### config.mk
export PLATFORM = sky130hd
export DESIGN_NAME = noise_gate
export DESIGN_NICKNAME = d
export VERILOG_FILES = /design/src/rtl/noise_gate.sv
export SDC_FILE = /design/constraint.sdc
export NUM_CORES = 1
export LEC_CHECK = 0
export ABC_CLOCK_PERIOD_IN_PS = 8500
export BUFFER_PORTS_ARGS = -buffer_cell sky130_fd_sc_hd__buf_2
export CORE_MARGIN = 2
export CORE_UTILIZATION = 51
export CTS_BUF_LIST = sky130_fd_sc_hd__clkbuf_8
export DETAILED_ROUTE_END_ITERATION = 8
export HOLD_SLACK_MARGIN = 0.05
export PLACE_DENSITY = 0.73
export SETUP_SLACK_MARGIN = 0.4
export SYNTH_ARGS = -nofsm -noshare
export SYNTH_HDL_FRONTEND = slang
export SYNTH_SLANG_ARGS = --single-unit
### constraint.sdc
create_clock -name clk_48 -period 8.5 [get_ports clk_48]
set_clock_uncertainty 0.1 [all_clocks]
set_input_delay 0.425 -clock clk_48 [delete_from_list [all_inputs] [get_ports clk_48]]
set_output_delay 0.425 -clock clk_48 [all_outputs]
set_load 0.02 [all_outputs]
### src/rtl/noise_gate.sv
// Noise gate: peak envelope follower driving an attack/hold/release gain ramp.
// One sample per clk_48 edge; gateOut is registered with one cycle of latency.
module noise_gate #(
    parameter int HOLD_SAMPLES = 2400,
    parameter int ATTACK_STEP  = 1024,
    parameter int RELEASE_STEP = 64,
    parameter int ENV_SHIFT    = 8
) (
    input  logic               clk_48,
    input  logic               reset,
    input  logic [2:0]         gate_sel,
    input  logic signed [15:0] gateIn,
    output logic signed [15:0] gateOut,
    output logic               gate_open
);
    localparam logic [15:0] UNITY = 16'h8000;
    localparam int          HCW   = (HOLD_SAMPLES > 1) ? $clog2(HOLD_SAMPLES) : 1;

    typedef enum logic [2:0] {
        S_CLOSED  = 3'd0,
        S_ATTACK  = 3'd1,
        S_OPEN    = 3'd2,
        S_HOLD    = 3'd3,
        S_RELEASE = 3'd4
    } state_t;

    state_t             r_state, w_state_nxt;
    logic [15:0]        r_gain, w_gain_nxt;
    logic [HCW-1:0]     r_hold, w_hold_nxt;
    logic [15:0]        r_env;

    logic [15:0]        w_abs;
    logic [15:0]        w_thr;
    logic [15:0]        w_close;
    logic               w_bypass;
    logic               w_env_ge;
    logic               w_env_lt_close;
    logic [16:0]        w_gain_sum;
    logic [15:0]        w_gain_up;
    logic [15:0]        w_gain_dn;
    logic signed [32:0] w_prod;
    logic signed [15:0] w_scaled;

    // Magnitude of the input; -32768 saturates to 32767 so it fits 15 bits.
    always_comb begin
        w_abs = gateIn;
        if (gateIn == 16'sh8000)
            w_abs = 16'h7FFF;
        else if (gateIn[15])
            w_abs = 16'(-gateIn);
    end

    // Threshold decode; any unlisted select value means bypass.
    always_comb begin
        w_bypass = 1'b0;
        w_thr    = 16'd0;
        case (gate_sel)
            3'd1:    w_thr = 16'd64;
            3'd2:    w_thr = 16'd256;
            3'd3:    w_thr = 16'd1024;
            3'd4:    w_thr = 16'd4096;
            default: w_bypass = 1'b1;
        endcase
    end

    // Hysteresis: open at T, close at T/2, both against the pre-edge envelope.
    assign w_close        = w_thr >> 1;
    assign w_env_ge       = (r_env >= w_thr);
    assign w_env_lt_close = (r_env < w_close);

    // Gain ramps clamp at unity / zero.
    assign w_gain_sum = {1'b0, r_gain} + 17'(ATTACK_STEP);
    assign w_gain_up  = (w_gain_sum >= {1'b0, UNITY}) ? UNITY : w_gain_sum[15:0];
    assign w_gain_dn  = (r_gain > 16'(RELEASE_STEP)) ? (r_gain - 16'(RELEASE_STEP)) : 16'd0;

    // Q15 scaling with the pre-edge gain; unity gain reproduces the input exactly.
    assign w_prod   = 33'(gateIn) * 33'($signed({1'b0, r_gain}));
    assign w_scaled = 16'(w_prod >>> 15);

    assign gate_open = (r_state == S_ATTACK) || (r_state == S_OPEN) || (r_state == S_HOLD);

    // Envelope: instant attack, exponential decay. Once the input goes quiet the
    // decay term reaches zero, so env settles just below 2**ENV_SHIFT.
    always_ff @(posedge clk_48 or posedge reset) begin
        if (reset)
            r_env <= '0;
        else if (w_abs > r_env)
            r_env <= w_abs;
        else
            r_env <= r_env - (r_env >> ENV_SHIFT);
    end

    // Gate state, gain and hold counter registers.
    always_ff @(posedge clk_48 or posedge reset) begin
        if (reset) begin
            r_state <= S_CLOSED;
            r_gain  <= '0;
            r_hold  <= '0;
        end else begin
            r_state <= w_state_nxt;
            r_gain  <= w_gain_nxt;
            r_hold  <= w_hold_nxt;
        end
    end

    // Next-state and gain ramp; bypass parks the gate fully open.
    always_comb begin
        w_state_nxt = r_state;
        w_gain_nxt  = r_gain;
        w_hold_nxt  = r_hold;
        if (w_bypass) begin
            w_state_nxt = S_OPEN;
            w_gain_nxt  = UNITY;
            w_hold_nxt  = '0;
        end else begin
            case (r_state)
                S_CLOSED: begin
                    w_gain_nxt = '0;
                    if (w_env_ge)
                        w_state_nxt = S_ATTACK;
                end
                S_ATTACK: begin
                    w_gain_nxt = w_gain_up;
                    if (w_gain_up == UNITY)
                        w_state_nxt = S_OPEN;
                end
                S_OPEN: begin
                    w_gain_nxt = UNITY;
                    if (w_env_lt_close) begin
                        w_state_nxt = S_HOLD;
                        w_hold_nxt  = HCW'(HOLD_SAMPLES - 1);
                    end
                end
                S_HOLD: begin
                    w_gain_nxt = UNITY;
                    if (w_env_ge)
                        w_state_nxt = S_OPEN;
                    else if (r_hold == '0)
                        w_state_nxt = S_RELEASE;
                    else
                        w_hold_nxt = r_hold - HCW'(1);
                end
                S_RELEASE: begin
                    // Retrigger keeps the current gain so the ramp back up is continuous.
                    if (w_env_ge)
                        w_state_nxt = S_ATTACK;
                    else begin
                        w_gain_nxt = w_gain_dn;
                        if (w_gain_dn == 16'd0)
                            w_state_nxt = S_CLOSED;
                    end
                end
                default: begin
                    w_state_nxt = S_CLOSED;
                    w_gain_nxt  = '0;
                    w_hold_nxt  = '0;
                end
            endcase
        end
    end

    // Output register: straight delay in bypass, scaled sample otherwise.
    always_ff @(posedge clk_48 or posedge reset) begin
        if (reset)
            gateOut <= '0;
        else if (w_bypass)
            gateOut <= gateIn;
        else
            gateOut <= w_scaled;
    end

endmodule

==> results.md, run 1 <==
* Worst setup EP type: flip-flop
* Post-synth top area cell: fa_1
* Number of CTS-inserted buffers at 9
* Post-synth EDFFs at 0
* Clock power share at 12.0%
* DRC Markers at 0
* Combinational share of power at 64.6%
* CP max stage delay at 0.90 ns
* RSZ-0062 raised after global routing: no
* Count leader, synth: inv_1
* PD cells at 156 mW/mm²
* Slew Viols, Final at 0
* # Post-CTS Setup Buffers at 0
* Die X at 165 µm
* Total power draw at 0.00215 W
* Nets at 1,901
* Clock transition at path regs at 0.09 ns
* Sw Share at 48.5%
* Dominant cells by area after synthesis: fa_1 29%, ha_1 14%, dfrtp_1 12%
* CP max FO at 21
* WP depth at 21
* Simple-gate portion of the synthesized area at 19.8%
* Worst Setup Start Kind: flip-flop
* Synth Register Bits at 63
* Rows at 58
* Top_reg_cell synth: dfrtp_1
* CTS Sinks at 63
* Synthesized area at 0.0132 mm²
* Post-cts resize count at 0
* Hold Vio Cnt, Final at 0
* Hold WC Path Type: in2async
* Max VDD drop at 0.000131 V
* Hold-fix buffers, CTS at 0
* Multiplexer share of the synthesized area at 1.81%
* Number of buffer and inverter stages on the critical path at 6
* Post-synthesis sequential area ratio at 11.9%
* Layout area overhead at 4.66%
* Worst EP required at 8.65 ns
* Capturing point of the worst reg2reg path: gateOut[11]
* Synth top cells by count: 282 x inv_1, 204 x nand2_1, 194 x fa_1
* Dpl hpwl at 24.9 mm
* Yosys warns at 0
* XOR/XNOR share of the synthesized area at 2.32%
* Total gr overflow at 0
* Global-route wire length before repair at 55.1 mm
* Final setup fails at 0
* Compound-cell area share of the yosys netlist at 10.8%
* Initial DRC count at 689
* Root buf cell: clkbuf_8
* Leak pwr at 6.89 nW
* Setup TNS at 0 ns
* Worst-Skew Late Latency at 0.38 ns
* Die area at 0.0272 mm²
* Ys async rst share at 100%
* Most common cell type on the critical path: fa_1
* CTS max path bufs at 2
* I/O pin count at 38
* Switching power total at 0.00104 W
* Total wire length at 32.9 mm
* CP Cell Sequence: nand2_1, fa_1, inv_1, fa_1, inv_1, fa_1, inv_1, fa_1, fa_1, inv_1, fa_1, inv_1, ha_1, a21oi_1, o21ai_0, a311oi_1, nand2_1, a211oi_1, buf_4, nor4b_1, or3_1
* Depth of the worst register-to-register path at 21
* GPL Wtd Cong at 0.884
* Reg-to-Reg Start: r_gain[6]
* Internal reg-to-reg setup slack at 1.41 ns
* Main combinational cell family by area after synthesis: adder cells
* Distinct cells, synth at 71
* Post-Syn Instances at 1,553
* Drt pass-1 iters at 5
* Post-Syn Area per Cell at 8.51 µm²
* Starting Density at 52.2%
* Largest net degree at the start of global routing at 64
* Min Tclk post-route at 7.09 ns
* CTS tree: yes
* Port bufs at 37
* WL per Instance at 17.5 µm
* GRT Util Overall at 25.8%
* Tcrit/Tclk final at 83.5%
* Crit-path leading delay family: adder cells
* Internal power at 0.00111 W
* Relative slew slack at 35.2%
* Synth Area in Adders at 43.2%
* CP Class: reg2reg
* CP arrival at 7.25 ns
* Post-synth top area share at 29.4%
* Slowest CP cell: dfrtp_1
* Worst Tran Pin Value at 0.972 ns
* CTS H-tree depth at 3
* Status: finished clean
* Syn_nets at 1,914
* Initial antenna violation count at 0
* Post-route ant nets at 0
* Max Cap Viol at 0
* Core ar. at 0.0253 mm²
* Vias in the first global route at 11,000
* Total number of vias at 10,700
* Reg power frac at 23.5%
* Chip height at 165 µm
* Via-per-instance ratio at 5.70
* N_diodes at 0
* Layout cell share with drive strength beyond 1 at 6.47%
* Max Fclk at 141 MHz
[worst max-delay path by stage]
stage	from	to
after detailed placement	gateIn[15]	gateOut[11]
final	r_gain[6]	gateOut[11]
after CTS	r_gain[5]	gateOut[11]
after global placement	gateIn[15]	gateOut[11]
after global routing	r_gain[5]	gateOut[11]
after floorplan	r_gain[12]	gateOut[11]
[sequential cells by signal (all words and copies together), names as in the netlist]
signal   count
gateOut     16
r_gain      16
r_state      3
r_env       16
r_hold      12
[cells by family (layout without fill, tap and decap cells)]
kind of cell / Yosys count / in the layout
AOI/OAI and AO/OA: 208 / 208
xor gates and xnor gates: 35 / 35
adders and majority gates: 340 / 340
buffers and inverters: 356 / 348
DFF: 63 / 63
muxes: 22 / 22
and+or+nand+nor: 529 / 529
[worst reg2reg max path: stages (launching register included)]
cell      delay (ns)
dfrtp_1         0.90
nand2_1         0.18
fa_1            0.55
inv_1           0.05
fa_1            0.49
inv_1           0.05
fa_1            0.47
inv_1           0.05
fa_1            0.50
fa_1            0.55
inv_1           0.06
fa_1            0.52
inv_1           0.04
ha_1            0.36
a21oi_1         0.20
o21ai_0         0.10
a311oi_1        0.63
nand2_1         0.27
a211oi_1        0.26
buf_4           0.19
nor4b_1         0.06
or3_1           0.37
[power by group through the flow]
stage	clock network [W]	logic, W	registers (W)
global placement	0	0.00133	0.000505
finish	0.000257	0.00139	0.000505
floorplan	0	0.00103	0.000511
CTS	0.000261	0.00138	0.000503
detailed placement	0	0.00137	0.000505
global route	0.000274	0.00156	0.000518
[stage by stage]
stage | worst slack [ns] | instances | hold WS [ns] | instance area [µm²] | utilization (%)
after CTS | 1.44 | 1875 | 0.217 | 13800 | 54.6
after detailed placement | 1.09 | 1859 | 0.442 | 13600 | 53.9
after floorplan | 1.87 | 1553 | 0.402 | 13200 | -
after global placement | 1.28 | 1859 | 0.427 | 13600 | 53.9
after global routing | 1.00 | 1875 | 0.276 | 13800 | 54.6
final | 1.41 | 1875 | 0.201 | 13800 | 54.6
[layout by cell type, fill, tap and decap left out, drive strengths merged, types with 4 or more instances in the layout]
master	n
inv	284
nand2	204
fa	194
ha	146
and2	117
nor2	76
dfrtp	63
a21oi	50
buf	49
o21ai	47
nor3	25
nand3	19
xor2	18
xnor2	17
mux2	15
or3	14
a21o	13
nand4	12
o31ai	12
clkbuf	11
nand2b	10
a31oi	10
a211oi	9
nor3b	7
mux2i	7
o21bai	7
or4	7
a2111oi	7
and3	6
nor4	6
or2	6
nand3b	6
o211ai	6
nor2b	5
o21a	5
a311oi	5
nor4b	4
o311ai	4
[cell type report]
class	count	area (µm²)
tap	330	413
timing repair buffer	49	275
fill	2340	11500
sequential	63	1580
multi-input combinational	1134	10300
clock inverter	5	25.0
inverter	283	1060
clock buffer	11	151
[per-layer routing]
layer / GRT usage, % / routed length (µm) / up-vias / part of all wire (%)
li1: - / - / 4936 / -
met1: 34.8 / 14300 / 5317 / 43
met2: 43.1 / 15700 / 378 / 48
met3: 3.99 / 2080 / 64 / 6.3
met4: 7.31 / 816 / 0 / 2.5
met5: 0 / 0 / - / 0
No activity file was read; power rests on OpenSTA's default activity.
==> run 2, diff against run 1 <==
ABC_CLOCK_PERIOD_IN_PS = 6200   (was 8500)
PLACE_DENSITY = 0.76   (was 0.73)
clock period = 6.2 ns   (was 8.5 ns; I/O delays follow)
==> run 2 against run 1 <==
  * Power rose by 49%
  * First-iteration DRC count rose by 43%
  * Global-route usage rose by 1.3 points
  * Register-to-register slack got worse by 1.2 ns
  * Critical endpoint is now gateOut[12]
==> results.md, run 2 (synthesis gave the netlist of run 1 again) <==
* Number of CTS-inserted buffers at 9 (unchanged)
* Rows at 58 (unchanged)
* Min Tclk post-route at 5.97 ns (was 7.09 ns)
* Nets at 1,986 (was 1,901)
* CP arrival at 6.17 ns (was 7.25 ns)
* Most common cell after layout, fill and taps aside: inv_1 (unchanged)
* Worst-Skew Late Latency at 0.37 ns (was 0.38 ns)
* Pre-CTS setup slack at -0.209 ns (was 1.09 ns)
* Layout area overhead at 14.1% (was 4.66%)
* Initial DRC count at 987 (was 689)
* Total number of vias at 11,300 (was 10,700)
* Clock transition at path regs at 0.09 ns (about the same)
* Depth of the worst register-to-register path at 23 (was 21)
* Largest net degree at the start of global routing at 64 (unchanged)
* N_diodes at 0 (unchanged)
* Worst setup EP type: flip-flop (unchanged)
* Final setup fails at 0 (unchanged)
* I/O pin count at 38 (unchanged)
* Fill cells at 2,124 (was 2,340)
* Port bufs at 37 (unchanged)
* Worst EP required at 6.40 ns (was 8.65 ns)
* Initial antenna violation count at 0 (unchanged)
* RSZ-0062 raised after global routing: yes (was no)
* CTS max path bufs at 2 (unchanged)
* Max VDD drop at 0.000223 V (was 0.000131 V)
* Total wire length at 34.8 mm (was 32.9 mm)
* Most frequent cells in the layout: 264 x inv_1, 197 x nand2_1, 182 x fa_1, 130 x ha_1, 105 x and2_1 (was 283 x inv_1, 204 x nand2_1, 194 x fa_1, 146 x ha_1, 117 x and2_1)
* Status: finished clean (unchanged)
* Hold WC Path Type: in2async (unchanged)
* Starting Density at 52.2% (unchanged)
* DRC Markers at 0 (unchanged)
* Relative slew slack at 39.7% (was 35.2%)
* Drt pass-1 iters at 6 (was 5)
* GPL Wtd Cong at 0.899 (was 0.884)
* Worst Tran Pin Value at 0.904 ns (was 0.972 ns)
* CP Class: reg2reg (unchanged)
* Max Fclk at 167 MHz (was 141 MHz)
* Register area at 0.00159 mm² (was 0.00158 mm²)
* Die X at 165 µm (unchanged)
* Layout cell share with drive strength beyond 1 at 17.6% (was 6.47%)
* Setup TNS at 0 ns (unchanged)
* Dpl hpwl at 27.3 mm (was 24.9 mm)
* Worst Setup Start Kind: flip-flop (unchanged)
* Slew Viols, Final at 0 (unchanged)
* Post-route ant nets at 0 (unchanged)
* CTS Sinks at 63 (unchanged)
* GRT Util Overall at 27.0% (was 25.8%)
* Root buf cell: clkbuf_8 (unchanged)
* Hold-fix buffers, CTS at 0 (unchanged)
* Chip height at 165 µm (unchanged)
* Setup WS post-layout at 0.228 ns (was 1.41 ns)
* CTS H-tree depth at 3 (unchanged)
* WL per Instance at 17.8 µm (was 17.5 µm)
* CP max FO at 4 (was 21)
* Leak pwr at 7.35 nW (was 6.89 nW)
* Tcrit/Tclk final at 96.3% (was 83.5%)
* Die area at 0.0272 mm² (unchanged)
* Core ar. at 0.0253 mm² (unchanged)
* Multi-input gate area at 0.0108 mm² (was 0.0103 mm²)
* Vias in the first global route at 11,700 (was 11,000)
* CTS tree: yes (unchanged)
* Largest registers: gateOut (16), r_env (16), r_gain (16) (unchanged)
* Capturing point of the worst reg2reg path: gateOut[12] (was gateOut[11])
* Global-route wire length before repair at 58.0 mm (was 55.1 mm)
* Hold Vio Cnt, Final at 0 (unchanged)
* Via-per-instance ratio at 5.76 (was 5.70)
* Total gr overflow at 0 (unchanged)
* Max Cap Viol at 0 (unchanged)
* Reg-to-Reg Start: r_gain[1] (was r_gain[6])
* PD cells at 213 mW/mm² (was 156 mW/mm²)
* Internal reg-to-reg setup slack at 0.23 ns (was 1.41 ns)
-- run 2: cell types whose count changed in the layout (fill, tap and decap cells not counted), sizes merged --
| cell | change |
|---|---|
| inv | -2 |
| buf | +85 |
| clkinv | -1 |
| clkinvlp | +1 |
| bufinv | +2 |
-- run 2: power breakdown --
group          total [W]  internal, W  switching (W)
registers       0.000695     0.000549       0.000146
logic            0.00207     0.000899        0.00117
clock network   0.000444     0.000248       0.000196
-- run 2: worst max-delay path by stage --
stage | start | endpoint | slack, ns | cells after the start
after floorplan | r_gain[12] | gateOut[11] | 0.35 | 21
after global placement | r_gain[5] | gateOut[15] | -0.1 | 20
after detailed placement | gateIn[6] | gateOut[15] | -0.21 | 20
after CTS | r_gain[7] | gateOut[11] | 0.38 | 21
after global routing | r_gain[5] | gateOut[15] | 0.12 | 25
final | r_gain[1] | gateOut[12] | 0.23 | 23
-- run 2: layer usage --
metal	up-vias	global-route usage, %	part of all wire (%)
li1	5117	-	-
met2	427	45.3	48
met5	-	0	0
met4	0	10.9	4.2
met1	5632	35.2	41
met3	109	4.19	6.5
-- run 2: critical path: stages (launching register included) --
cell      delay, ns
dfrtp_1        0.41
buf_4          0.16
nand2_1        0.09
fa_1           0.46
fa_1           0.55
inv_1          0.05
fa_1           0.62
fa_1           0.45
fa_1           0.50
inv_2          0.04
fa_1           0.51
inv_2          0.04
ha_4           0.27
nand4_1        0.15
buf_4          0.17
a211oi_2       0.14
o211ai_1       0.11
buf_4          0.18
nand2_4        0.09
a211oi_4       0.06
buf_6          0.14
buf_4          0.13
or4_1          0.39
nand3_1        0.10
-- run 2: through the flow --
| step | hold slack, ns | instances | total power [W] | area [µm²] | util (%) |
|---|---|---|---|---|---|
| final | 0.113 | 1960 | 0.00321 | 15100 | 59.5 |
| after global routing | 0.160 | 1960 | 0.00348 | 15100 | 59.5 |
| after CTS | 0.133 | 1956 | 0.00316 | 15000 | 59.1 |
| after detailed placement | 0.439 | 1907 | 0.00262 | 14100 | 55.8 |
| after global placement | 0.426 | 1907 | 0.00256 | 14100 | 55.8 |
| after floorplan | 0.401 | 1553 | 0.00213 | 13500 | - |
-- run 2: timing repair --
action                     CTS  global route
setup endpoints to repair   14            14
resized for setup          103            25
buffers inserted            33             4
pin swaps                   86            19
-- run 2: layout make-up --
class / count / share of cell area, %
repair buffers: 134 / 6.80
multi-input cells: 1134 / 71.3
clock inverters: 5 / 0.531
clock buffers: 11 / 1.00
well taps: 330 / 2.74
inverters: 283 / 7.05
flip-flops and latches: 63 / 10.5
